`src/rtl/mips_pkg.sv`:
```
// Shared fetch-stage definitions: reset PC, NOP encoding, fetch FSM states
// and small PC arithmetic helpers.
package mips_pkg;

  localparam logic [31:0] RESET_PC_DEF = 32'h0000_3000;
  localparam logic [31:0] NOP          = 32'h0000_0000;

  typedef enum logic {
    FETCH = 1'b0,
    BUF   = 1'b1
  } fetch_state_e;

  // Sequential PC; the 32-bit add wraps naturally at the top of memory.
  function automatic logic [31:0] pc_plus4(input logic [31:0] pc);
    return pc + 32'd4;
  endfunction

  function automatic logic [31:0] word_align(input logic [31:0] addr);
    return {addr[31:2], 2'b00};
  endfunction

endpackage

```
`src/rtl/fetch_stage_if_id_reg.sv`:
```
// IF/ID pipeline register: load enable, synchronous clear to a NOP bubble.
module if_id_reg
  import mips_pkg::*;
(
  input  logic        clk,
  input  logic        rst,
  input  logic        en,
  input  logic        clr,
  input  logic [31:0] next_instr,
  input  logic [31:0] next_pc_plus4,
  output logic [31:0] instr,
  output logic [31:0] pc_plus4,
  output logic        valid
);

  always_ff @(posedge clk) begin
    if (rst || clr) begin
      instr    <= NOP;
      pc_plus4 <= 32'd0;
      valid    <= 1'b0;
    end else if (en) begin
      instr    <= next_instr;
      pc_plus4 <= next_pc_plus4;
      valid    <= 1'b1;
    end
  end

endmodule

```
`src/rtl/fetch_stage.sv`:
```
// Instruction fetch stage: PC sequencing, one-entry skid buffer for stalls,
// branch/jump redirect, and the IF/ID register feeding decode.
module fetch_stage
  import mips_pkg::*;
#(
  parameter logic [31:0] RESET_PC = RESET_PC_DEF
) (
  input  logic        clk,
  input  logic        rst,
  input  logic        stall,
  input  logic        branch_taken,
  input  logic [31:0] branch_target,
  input  logic        jump,
  input  logic [31:0] jump_target,
  output logic        imem_req,
  output logic [31:0] imem_addr,
  input  logic        imem_ready,
  input  logic [31:0] imem_rdata,
  output logic [31:0] if_id_instr,
  output logic [31:0] if_id_pc_plus4,
  output logic        if_id_valid
);

  fetch_state_e state;
  logic [31:0]  pc;
  logic [31:0]  skid_instr;
  logic [31:0]  skid_pc_plus4;

  logic         redirect;
  logic [31:0]  redirect_pc;
  logic         ifid_en;
  logic         ifid_clr;
  logic [31:0]  ifid_instr_nxt;
  logic [31:0]  ifid_pc4_nxt;

  assign imem_addr = pc;

  // Branch wins over jump when both are asserted in the same cycle.
  always_comb begin
    redirect    = branch_taken | jump;
    redirect_pc = word_align(branch_taken ? branch_target : jump_target);
  end

  always_comb begin
    ifid_en        = 1'b0;
    ifid_clr       = 1'b0;
    ifid_instr_nxt = imem_rdata;
    ifid_pc4_nxt   = pc_plus4(pc);
    if (redirect) begin
      ifid_clr = 1'b1;
    end else if (state == FETCH) begin
      if (imem_ready && !stall) begin
        ifid_en = 1'b1;
      end else if (!imem_ready && !stall) begin
        ifid_clr = 1'b1;
      end
    end else if (!stall) begin
      ifid_en        = 1'b1;
      ifid_instr_nxt = skid_instr;
      ifid_pc4_nxt   = skid_pc_plus4;
    end
  end

  // A redirect abandons any in-flight word and empties the skid buffer.
  always_ff @(posedge clk) begin
    if (rst) begin
      state         <= FETCH;
      imem_req      <= 1'b1;
      pc            <= RESET_PC;
      skid_instr    <= NOP;
      skid_pc_plus4 <= 32'd0;
    end else if (redirect) begin
      state    <= FETCH;
      imem_req <= 1'b1;
      pc       <= redirect_pc;
    end else begin
      case (state)
        FETCH: begin
          if (imem_ready) begin
            pc <= pc_plus4(pc);
            if (stall) begin
              skid_instr    <= imem_rdata;
              skid_pc_plus4 <= pc_plus4(pc);
              state         <= BUF;
              imem_req      <= 1'b0;
            end
          end
        end
        BUF: begin
          if (!stall) begin
            state    <= FETCH;
            imem_req <= 1'b1;
          end
        end
        default: begin
          state    <= FETCH;
          imem_req <= 1'b1;
        end
      endcase
    end
  end

  if_id_reg u_if_id_reg (
    .clk           (clk),
    .rst           (rst),
    .en            (ifid_en),
    .clr           (ifid_clr),
    .next_instr    (ifid_instr_nxt),
    .next_pc_plus4 (ifid_pc4_nxt),
    .instr         (if_id_instr),
    .pc_plus4      (if_id_pc_plus4),
    .valid         (if_id_valid)
  );

endmodule

```
`config.mk`:
```
export PLATFORM = sky130hd
export DESIGN_NAME = fetch_stage
export DESIGN_NICKNAME = d
export VERILOG_FILES = /design/src/rtl/mips_pkg.sv /design/src/rtl/fetch_stage_if_id_reg.sv /design/src/rtl/fetch_stage.sv
export SDC_FILE = /design/constraint.sdc
export NUM_CORES = 1
export LEC_CHECK = 0
export ABC_CLOCK_PERIOD_IN_PS = 2900
export CORE_AREA = 2 2 166 168
export CTS_CLUSTER_DIAMETER = 50
export DETAILED_ROUTE_END_ITERATION = 8
export DIE_AREA = 0 0 168 170
export PLACE_DENSITY = 0.55
export SYNTH_ARGS = -nofsm -noshare
export SYNTH_HDL_FRONTEND = slang
export SYNTH_SLANG_ARGS = --single-unit
export TNS_END_PERCENT = 30
```
`constraint.sdc`:
```
create_clock -name clk -period 2.9 [get_ports clk]
set_input_delay 0.58 -clock clk [delete_from_list [all_inputs] [get_ports clk]]
set_output_delay 0.58 -clock clk [all_outputs]
set_load 0.005 [all_outputs]
```
After elaboration in Yosys (flattened, before gate mapping)
Cells that the tools add are included.

word-level totals
  register bits = 163
  input port bits = 102
  output and inout bits = 98
  word-level logic and storage cells = 53

operators by class
  add/subtract/negate cells = 1
  equal/unequal tests = 4
  muxes and demuxes = 25
  bitwise gates (word level) = 3
  reduce and logical (&&, ||, !) cells = 11

operators with widths
  cell                                                                     count
  32-bit two-way mux                                                       10
  32-bit by 3-bit adder with 32-bit output, second input constant          1
  1-bit two-way mux                                                        13
  2-bit inequality test, second input constant                             3
  3-bit AND reduction                                                      2
  1-bit case mux with 2 select lines                                       2
  2-bit AND reduction                                                      2
  1-bit logical AND                                                        2
  1-bit logical NOT                                                        2
  2-bit by 1-bit inequality test with 1-bit output, second input constant  1
  1-bit inverter                                                           2
  2-bit nonzero test                                                       1
  2-bit OR reduction                                                       1
  1-bit logical OR                                                         1
  1-bit OR                                                                 1

Depth between registers and ports, before layout
  depth in word-level cells = 7
  gate-level depth with buffers = 9
  depth with buffers taken out = 6

Hierarchy
Synthesis repeated with hierarchy kept, for this count alone.

second synthesis, totals
  cells, all modules = 1,044
  area total of the unflattened synthesis = 8,204.1 um^2

by module, submodules not included
  module       times used  cells an instance  area an instance (um^2)  sequential area each (um^2)
  fetch_stage  1           834                5,864.4                  1,921.8
  if_id_reg    1           210                2,339.7                  1,301.2

Worst setup path before layout
No wires, ideal clock.

  path type = in2reg
  from = in branch_taken
  to = reg u_if_id_reg.pc_plus4[31]
  setup time = 0.134 ns
  data arrival time = 2.139 ns
  setup slack = 0.628 ns
  stages on the path = 8
  buffers on the path = 4
  cell sequence = clkbuf_1 or2_2 buf_2 or3_1 clkbuf_1 clkbuf_1 a22oi_1 o22ai_1

between the ends
  word-level cells in the longest chain between the ends = 3
  elaborated cells between the ends (all ways) = 5
  classes of those cells = mux (3); bitwise (1); reduce/logical (1)

RTL lines
  what                  RTL line                     RTL
  start, declared       fetch_stage.sv:11            input logic branch_taken,
  1-bit OR (*)          fetch_stage.sv:40            redirect = branch_taken | jump;
  1-bit two-way mux     fetch_stage.sv:49            if (redirect) begin
  1-bit logical OR      fetch_stage_if_id_reg.sv:17  if (rst || clr) begin
  end signal, assigned  fetch_stage_if_id_reg.sv:23  pc_plus4 <= next_pc_plus4;
  end, declared         fetch_stage_if_id_reg.sv:12  output logic [31:0] pc_plus4,

Every way passes the cells marked *; elsewhere a longest branch is shown, timed or not.
A chain may end at the register's enable or synchronous reset.

Worst setup path in the final report
  from = reg pc[4] (netlist: imem_addr[4])
  to = reg pc[28] (netlist: imem_addr[28])

between the ends
  word-level cells in the longest chain between the ends = 4

RTL lines
  what                                      RTL line           RTL
  start, declared                           fetch_stage.sv:25  logic [31:0] pc;
  start signal, assigned                    fetch_stage.sv:75  pc <= redirect_pc;
  start signal, assigned                    fetch_stage.sv:80  pc <= pc_plus4(pc);
  32-bit by 3-bit adder with 32-bit output  mips_pkg.sv:15     return pc + 32'd4;
  32-bit two-way mux                        fetch_stage.sv:79  if (imem_ready) begin
  32-bit two-way mux                        fetch_stage.sv:77  case (state)
  32-bit two-way mux                        fetch_stage.sv:72  end else if (redirect) begin

Every way passes these cells. The select of a mux whose other input is x is not followed.

==> results.sh <==
export IMPL_switching_share_pct=25.0
export IMPL_insertion_delay_ns=0.43
export IMPL_status="finished clean"
export IMPL_vias_per_cell=5.05
export IMPL_final_seq_area_um2=3220
export IMPL_finalSetupViolCount=0
export IMPL_dieWidth_um=168
export IMPL_yosys_warnings=0
export IMPL_die_y_um=170
export IMPL_cts_tree="done"
export IMPL_synthCells=942
export IMPL_final_nets=1230
export IMPL_die_area_um2=28600
export IMPL_ctsResizeCount=0
export IMPL_grt_pass1_vias=6910
export IMPL_internal_power_mw=4.09
export IMPL_p_comb_share_pct=12.1
export IMPL_ant_nets=0
export IMPL_dp_hpwl_um=19300
export IMPL_antenna_cells=0
export IMPL_placed_area_um2=10200
export IMPL_clock_path_buffers=2
export IMPL_yosysTopAreaCell="dfxtp_1"
export IMPL_r2r_setup_slack_ns=0.32
export IMPL_setup_tns_ns=0
export IMPL_grt_max_degree=78
export IMPL_synthArstFlopShare_pct=0
export IMPL_fin_crit_sh_pct=89.1
export IMPL_pin_count=200
export IMPL_initial_utilization_pct=28.8
export IMPL_overflow=0
export IMPL_p_switching_mw=1.36
export IMPL_cts_sinks=161
export IMPL_synth_seq_cells=161
export IMPL_antenna_found_initial=0
export IMPL_multi_input_area_um2=4100
export IMPL_place_congestion=0.826
export IMPL_drive_gt1_share_pct=9.57
export IMPL_track_usage_pct=18.2
export IMPL_final_cell_area_um2=10800
export IMPL_syn_to_final_growth_pct=41.3
export IMPL_max_slew_worst_pin_slew_ns=0.978
export IMPL_p_leak_nw=3.90
export IMPL_required_ns=3.17
export IMPL_yosys_most_used_dff="dfxtp_1"
export IMPL_grt_pass1_wl_um=40500
export IMPL_critical_path_class="reg -> reg"
export IMPL_via_count=7474
export IMPL_p_per_area_nw_per_um2=503
export IMPL_first_iter_violations=671
export IMPL_synth_edf_count=0
export IMPL_cts_root_buf="clkbuf_16"
export IMPL_relSlewSlack_pct=34.5
export IMPL_post_cts_buffers=0
export IMPL_rows=60
export IMPL_critPathCaptureType="flip-flop"
export IMPL_routed_wl_um=26400
export IMPL_startpoint_type="flip-flop"
export IMPL_arrival_ns=2.85
export IMPL_synthesis_area_um2=7680
export IMPL_power_frac_clock_pct=45.0
export IMPL_yosysSeqAreaShare_pct=42.0
export IMPL_syn_area_per_cell_um2=8.15
export IMPL_skew_ns=0.00785
export IMPL_synth_cell_type_count=67
export IMPL_drv_cap=0
export IMPL_nFillCells=2663
export IMPL_detail_route_wl_per_cell_um=17.8
export IMPL_crit_buf_inv=0
export IMPL_io_buffers=193
export IMPL_min_path_type="reg -> reg"
export IMPL_ir_worst_vdd_mv=0.383
export IMPL_cpLargestDelayFamily="simple AND/OR/NAND/NOR gates"
export IMPL_clkTransAtPathRegs_ns=0.07
export IMPL_ctsHoldBuffers=0
export IMPL_htree_num_levels=4
export IMPL_final_hold_viol_count=0
export IMPL_p_seq_share_pct=43.0
export IMPL_first_pass_iters=5
export IMPL_numCtsBuffers=17
export IMPL_core_area_um2=26700
export IMPL_drc=0
export IMPL_crit_chain="nand4_1 > or4_4 > nor3_1 > xnor2_1 > o22ai_1"
export IMPL_synth_top_area_share_pct=42.0
export IMPL_slew_viol_final=0
export IMPL_fmax_ghz=0.387
export IMPL_rsz0062_at_grt="false"
export IMPL_slowest_delay_ns=0.74
export IMPL_cp_slowest_cell="or4_4"
export IMPL_synthTopCellsByArea="dfxtp_1, a211oi_1, nand2_1"
export IMPL_crit_fanout=12
export IMPL_period_needed_ns=2.58
[power groups by stage]
stage	clock network, mW	logic (mW)	registers [mW]
floorplan	0	0.307	2.37
global placement	0	0.651	2.39
detailed placement	0	0.655	2.39
CTS	2.50	0.658	2.34
global route	2.59	0.715	2.35
finish	2.45	0.658	2.34
[worst reg2reg max path, cell delays in order (launching register included)]
cell and delay (ns):
dfxtp_1 0.49, nand4_1 0.46, or4_4 0.74, nor3_1 0.23, xnor2_1 0.34, o22ai_1 0.17
[path summary, 6_finish.rpt]
kind                                                       startpoint                               endpoint  depth (start not counted)
worst min-delay path            u_if_id_reg.pc_plus4[14]$_SDFFE_PP0P_  u_if_id_reg.pc_plus4[14]$_SDFFE_PP0P_                          2
worst max register to register              imem_addr[4]$_SDFFE_PP0P_             imem_addr[28]$_SDFFE_PP0P_                          5
worst min register to register  u_if_id_reg.pc_plus4[14]$_SDFFE_PP0P_  u_if_id_reg.pc_plus4[14]$_SDFFE_PP0P_                          2
worst max-delay path                        imem_addr[4]$_SDFFE_PP0P_             imem_addr[28]$_SDFFE_PP0P_                          5
[cells by family after synthesis]
group / share of synthesized area [%]
and+or+nand+nor: 22.8
xor gates and xnor gates: 2.85
buffers and inverters: 4.90
AOI/OAI and AO/OA: 21.9
other: 0.0488
muxes: 5.38
adders and majority gates: 0.163
DFF: 42.0
[layer usage]
metal,share of wire (%),vias up,track usage (%)
li1,-,3752,-
met1,49,3481,26.7
met2,43,216,27.0
met3,6.2,25,3.16
met4,1.7,0,6.12
met5,0,-,0
[flip-flops by register name (all words and copies together) (netlist names)]
name	flops
state	1
u_if_id_reg.instr	32
imem_addr	30
skid_instr	32
u_if_id_reg.valid	1
u_if_id_reg.pc_plus4	32
imem_req	1
skid_pc_plus4	32
[area by class of cell]
class | count | share of cell area [%]
well taps | 341 | 3.93
repair buffers | 242 | 22.2
clock buffers | 20 | 4.21
clock inverters | 11 | 1.64
flip-flops and latches | 161 | 29.7
multi-input cells | 689 | 37.8
inverters | 16 | 0.554
[metrics by stage]
stage          hold slack, ns  utilization, %  std cells  worst slack (ns)  power, mW
3_3_place_gp            0.439            38.3       1449             0.143       3.04
2_1_floorplan           0.435               -        943             0.628       2.68
3_5_place_dp            0.446            38.3       1449             0.155       3.05
4_1_cts                 0.455            40.7       1480             0.340       5.50
5_1_grt                 0.472            40.7       1480             0.124       5.66
6_report                0.453            40.7       1480             0.316       5.45
[cells in the mapped netlist (7+ instances only)]
cell / n
a211oi_1: 66
a21oi_1: 71
a22oi_1: 13
buf_1: 11
buf_2: 9
clkbuf_1: 53
dfxtp_1: 161
inv_1: 16
mux2i_1: 39
nand2_1: 129
nand2b_1: 8
nand3_1: 26
nand4_1: 12
nor2_1: 111
nor2b_1: 7
nor3_1: 24
nor4_1: 8
o211ai_1: 14
o21ai_0: 27
o22ai_1: 7
or3_1: 9
xnor2_1: 15
xor2_1: 10
[cell usage in the layout, fill, tap and decap left out, drive strengths merged, types with 9 or more instances in the layout]
cell,count
a211oi,66
a21oi,71
a22oi,13
buf,51
clkbuf,20
clkdlybuf4s50,191
dfxtp,161
inv,18
mux2i,39
nand2,129
nand3,27
nand4,13
nor2,111
nor3,29
nor4,11
o211ai,14
o21ai,27
or3,9
xnor2,15
xor2,10
Power figures use the tool's default switching activity.
==> edit 1 (same flow settings) <==
Register the inputs `branch_target` and `jump_target` before use. The logic sees them one clock later. The other inputs are not delayed to match.
--- a/src/rtl/fetch_stage.sv
+++ b/src/rtl/fetch_stage.sv
@@ -22,4 +22,12 @@
 );
 
+  logic [31:0] branch_target_q;
+  logic [31:0] jump_target_q;
+
+  always_ff @(posedge clk) begin
+    branch_target_q <= branch_target;
+    jump_target_q   <= jump_target;
+  end
+
   fetch_state_e state;
   logic [31:0]  pc;
@@ -39,5 +47,5 @@
   always_comb begin
     redirect    = branch_taken | jump;
-    redirect_pc = word_align(branch_taken ? branch_target : jump_target);
+    redirect_pc = word_align(branch_taken ? branch_target_q : jump_target_q);
   end
 
Formal check against the unedited RTL: not equivalent (Yosys sat finds a counterexample within 4 cycles, from zero or initial values and one cycle with rst high).
==> edit 1 against the original RTL <==
- power increased by 34%
- synthesized area increased by 12%
- sequential cell count increased by 60
- setup slack improved by 240 ps
- maximum frequency increased by 10%
- largest power group unchanged
- largest cell class is now registers
- final area increased by 10%
- routed wire length decreased by 4.8%
- clock skew increased by 1.3 ps
- via count decreased by 0.13%
==> edit 1: results (changes against the original RTL) <==
- Multiplexer share of the synthesized area: 4.188% (-1.2 points)
- Worst-Skew Late Latency: 540 ps (+110 ps)
- Worst-path maximum fanout: 6 (-6)
- Reg2reg end: imem_addr[16]
- Final wirelength: 25.15 mm (-4.8%)
- First-pass GRT wire length: 38.73 mm (-4.4%)
- Vias in the first global route: 6985 (+1.1%)
- Yosys cell types: 64 (-4.5%)
- Placed Area: 0.01101 mm² (+7.8%)
- Dominant cells by area after synthesis: dfxtp_1 51%, a211oi_1 6.2%, nand2_1 5.0%, nor2_1 4.5%, mux2i_1 4.2%
- Depth of the worst register-to-register path: 6 (+1)
- Hold Crit Start: rst
- WHS Endpoint: imem_addr[2]
- GPL Wtd Cong: 0.8869 (+7.4%)
- Sequential area share after synthesis: 51.43% (+9.5 points)
- Clk buf depth: 3 (+1)
- Initial drt markers: 623 (-7.2%)
- CTS H-Tree Depth: 1 (-3)
- TritonCTS buffer count: 28 (+11)
- Tot GR Track Use: 17.00% (-1.2 points)
- Adder-Cell Fraction of Synth Area: 0.1454% (-0.018 points)
- Synth Area in Compound Gates: 19.37% (-2.5 points)
- Synth cell count leaders: 221 x dfxtp_1, 114 x nand2_1, 103 x nor2_1
- HPWL after detailed placement: 17.80 mm (-7.8%)
- Worst Path Arrival: 2790 ps (-60 ps)
- Leakage power: 4.325 nW (+11%)
- DR vias: 7464 (-0.13%)
- Status: completed
- WHS Path Cells: 2 (unchanged)
- Worst relative slew slack: 53.93% (+19 points)
- Crit path launch: imem_addr[3]
- Maximum VDD drop: 0.0003728 V (-2.7%)
- Post-synthesis xor/xnor area fraction: 3.665% (+0.81 points)
- Pin count of the biggest net entering global routing: 58 (-26%)
- Sw Ratio: 23.24% (-1.7 points)
- Flop2flop setup slack: 560 ps (+240 ps)
## edit 1: changes by cell type in the layout (fill, tap and decap cells not counted), sizes merged, moves of 9 or more
cell    change
nand2      -15
o22ai       +9
a22oi      +12
nor3       -14
clkbuf     +21
buf        -11
dfxtp      +60
## edit 1: layout make-up
| type | instances | area (µm²) |
|---|---|---|
| timing repair buffer | 232 | 2285 |
| inverter | 9 | 33.78 |
| multi-input combinational | 636 | 3840 |
| clock inverter | 11 | 137.6 |
| clock buffer | 41 | 820.8 |
| tap | 341 | 426.7 |
| sequential | 221 | 4424 |
| fill | 2590 | 14680 |
## edit 1: power groups by stage
stage               combinational (W)  clock [W]  sequential [W]
floorplan                    0.000276          0         0.00326
global placement             0.000583          0         0.00328
detailed placement           0.000583          0         0.00328
CTS                          0.000586    0.00359         0.00322
global route                 0.000637    0.00370         0.00323
finish                       0.000581    0.00350         0.00322
## edit 1: per-layer routing
metal / vias up / wire, µm / track usage, %
met3: 54 / 1651 / 3.674
li1: 3764 / - / -
met2: 250 / 11090 / 26.90
met1: 3396 / 11610 / 23.01
met5: - / 0 / 0
met4: 0 / 803 / 5.784
## edit 1: per-stage QoR
| step | total power (W) | cells | hold WS [ps] | worst slack, ps |
|---|---|---|---|---|
| final | 0.007296 | 1491 | 429.5 | 560.5 |
| after global routing | 0.007566 | 1491 | 432.3 | 460.4 |
| after CTS | 0.007392 | 1491 | 413.6 | 583.7 |
| after detailed placement | 0.003865 | 1439 | 441.5 | 288.7 |
| after global placement | 0.003863 | 1439 | 437.1 | 289.4 |
| after floorplan | 0.003536 | 943 | 426.3 | 672.0 |
## edit 1: worst max-delay path: stages, from the launching register on
cell and delay [ps]:
dfxtp_1 430, ha_1 260, nand4_1 350, nor4_1 430, xor2_1 350, o21ai_0 190
a211oi_1 240
==> edit 2 (same flow settings) <==
Made on the original files. Reset style: asynchronous (`rst`), changed in one clocked block.
--- a/src/rtl/fetch_stage.sv
+++ b/src/rtl/fetch_stage.sv
@@ -63,5 +63,5 @@
 
   // A redirect abandons any in-flight word and empties the skid buffer.
-  always_ff @(posedge clk) begin
+  always_ff @(posedge clk or posedge rst) begin
     if (rst) begin
       state         <= FETCH;
Function: differs if rst is asserted again (counterexample within 4 cycles, from zero or initial values and one cycle with rst high); with rst held inactive, the same outputs for 4 cycles.
==> edit 2 against the original RTL <==
- sequential cell count is the same
- critical path depth grew 1
- worst hold slack lost 1.5 ps
- synthesized area shrank 2.4%
- power grew 6.4%
- final area shrank 3.5%
- largest power group is now sequential cells
- routed wire length shrank 13%
- setup slack gained 250 ps
==> edit 2: results (changes against the original RTL) <==
- WL met1: 11.49 mm (-11%)
- HPWL after detailed placement: 15.72 mm (-19%)
- Met1 usage: 22.93% (-3.7 points)
- Wire length on met2: 9.761 mm (-15%)
- Synth cell count leaders: 141 x nand2_1, 93 x dfrtp_1, 65 x dfxtp_1
- FFs w/ async S/R, synth: 59.63% (+60 points)
- Final wirelength: 22.85 mm (-13%)
- Fill count: 2647 (-0.60%)
- Leakage power: 3.929 nW (+0.80%)
- Syn avg cell area: 9.364 µm² (+15%)
- Internal power: 0.004238 W (+3.6%)
- Maximum VDD drop: 0.0003584 V (-6.5%)
- Worst-path maximum fanout: 7 (-5)
- Placed Area: 0.009853 mm² (-3.5%)
- Top_reg_cell synth: dfrtp_1
- Nets: 1079 (-12%)
- Multiplexer share of the synthesized area: 5.679% (+0.30 points)
- Dominant cells by area after synthesis: dfrtp_1 31%, dfxtp_1 17%, nand2_1 7.1%, mux2_2 5.4%, a311oi_1 3.9%
- Pre-CTS setup slack: 184.9 ps (+30.15 ps)
- CP max stage cell: nor3_1
- First-pass GRT wire length: 35.74 mm (-12%)
- Synth Area in Compound Gates: 19.33% (-2.6 points)
- Sequential area share after synthesis: 49.49% (+7.5 points)
- Post-placement cell count: 1298 (-10%)
- Yosys cell types: 54 (-19%)
- Initial drt markers: 338 (-50%)
- Worst Path Arrival: 2590 ps (-260 ps)
- GPL Wtd Cong: 0.7870 (-4.7%)
- GR Layer Usage met3: 3.860% (+0.70 points)
- Post-synthesis xor/xnor area fraction: 4.092% (+1.2 points)
- Wire length per cell: 17.18 µm (-3.7%)
- Fraction of layout cells with a size suffix above 1: 11.22% (+1.7 points)
- Largest stage delay on the critical path: 530 ps (-210 ps)
- Adder-Cell Fraction of Synth Area: 0.1670% (+0.0041 points)
- Met2 usage: 24.04% (-3.0 points)
- Status: completed
[edit 2: cell count changes after synthesis, moves of 15 or more]
cell / before / now
a311oi_1: 3 / 33
a21oi_1: 71 / 34
buf_2: 9 / 25
dfrtp_1: 0 / 93
nor3_1: 24 / 9
nor2_1: 111 / 60
o21ai_0: 27 / 53
mux2i_1: 39 / 2
clkbuf_1: 53 / 29
mux2_2: 2 / 36
a211oi_1: 66 / 7
dfxtp_1: 161 / 65
[edit 2: power groups by stage]
stage          registers [W]  clock network [W]  logic (W)
6_report             0.00264            0.00235   0.000819
5_1_grt              0.00267            0.00251   0.000915
4_1_cts              0.00264            0.00240   0.000832
3_5_place_dp         0.00268                  0   0.000826
3_3_place_gp         0.00267                  0   0.000814
2_1_floorplan        0.00264                  0   0.000465
[edit 2: final cells by class]
type	count	area, µm²	share of cell area (%)
clock inverter	12	131.4	1.256
multi-input combinational	567	3485	33.30
clock buffer	20	479.2	4.580
inverter	9	37.54	0.3587
timing repair buffer	220	2197	21.00
sequential	161	3707	35.43
tap	341	426.7	4.077
[edit 2: worst max-delay path, delay by kind of cell, from the launching register on]
family          cells  cell delay [ps]
fa+ha+maj           1              230
compound gates      3              670
simple gates        2              760
flops               1              510
[edit 2: worst paths after layout]
path	from	slack, ps	endpoint	depth (start not counted)
min in group asynchronous	rst	750	imem_addr[8]	3
max in group asynchronous	rst	1730	skid_pc_plus4[1]	3
max	imem_addr[2]	560	imem_addr[20]	6
min reg2reg	u_if_id_reg.pc_plus4[10]	450	u_if_id_reg.pc_plus4[10]	2
min	u_if_id_reg.pc_plus4[10]	450	u_if_id_reg.pc_plus4[10]	2
max reg2reg	imem_addr[2]	560	imem_addr[20]	6
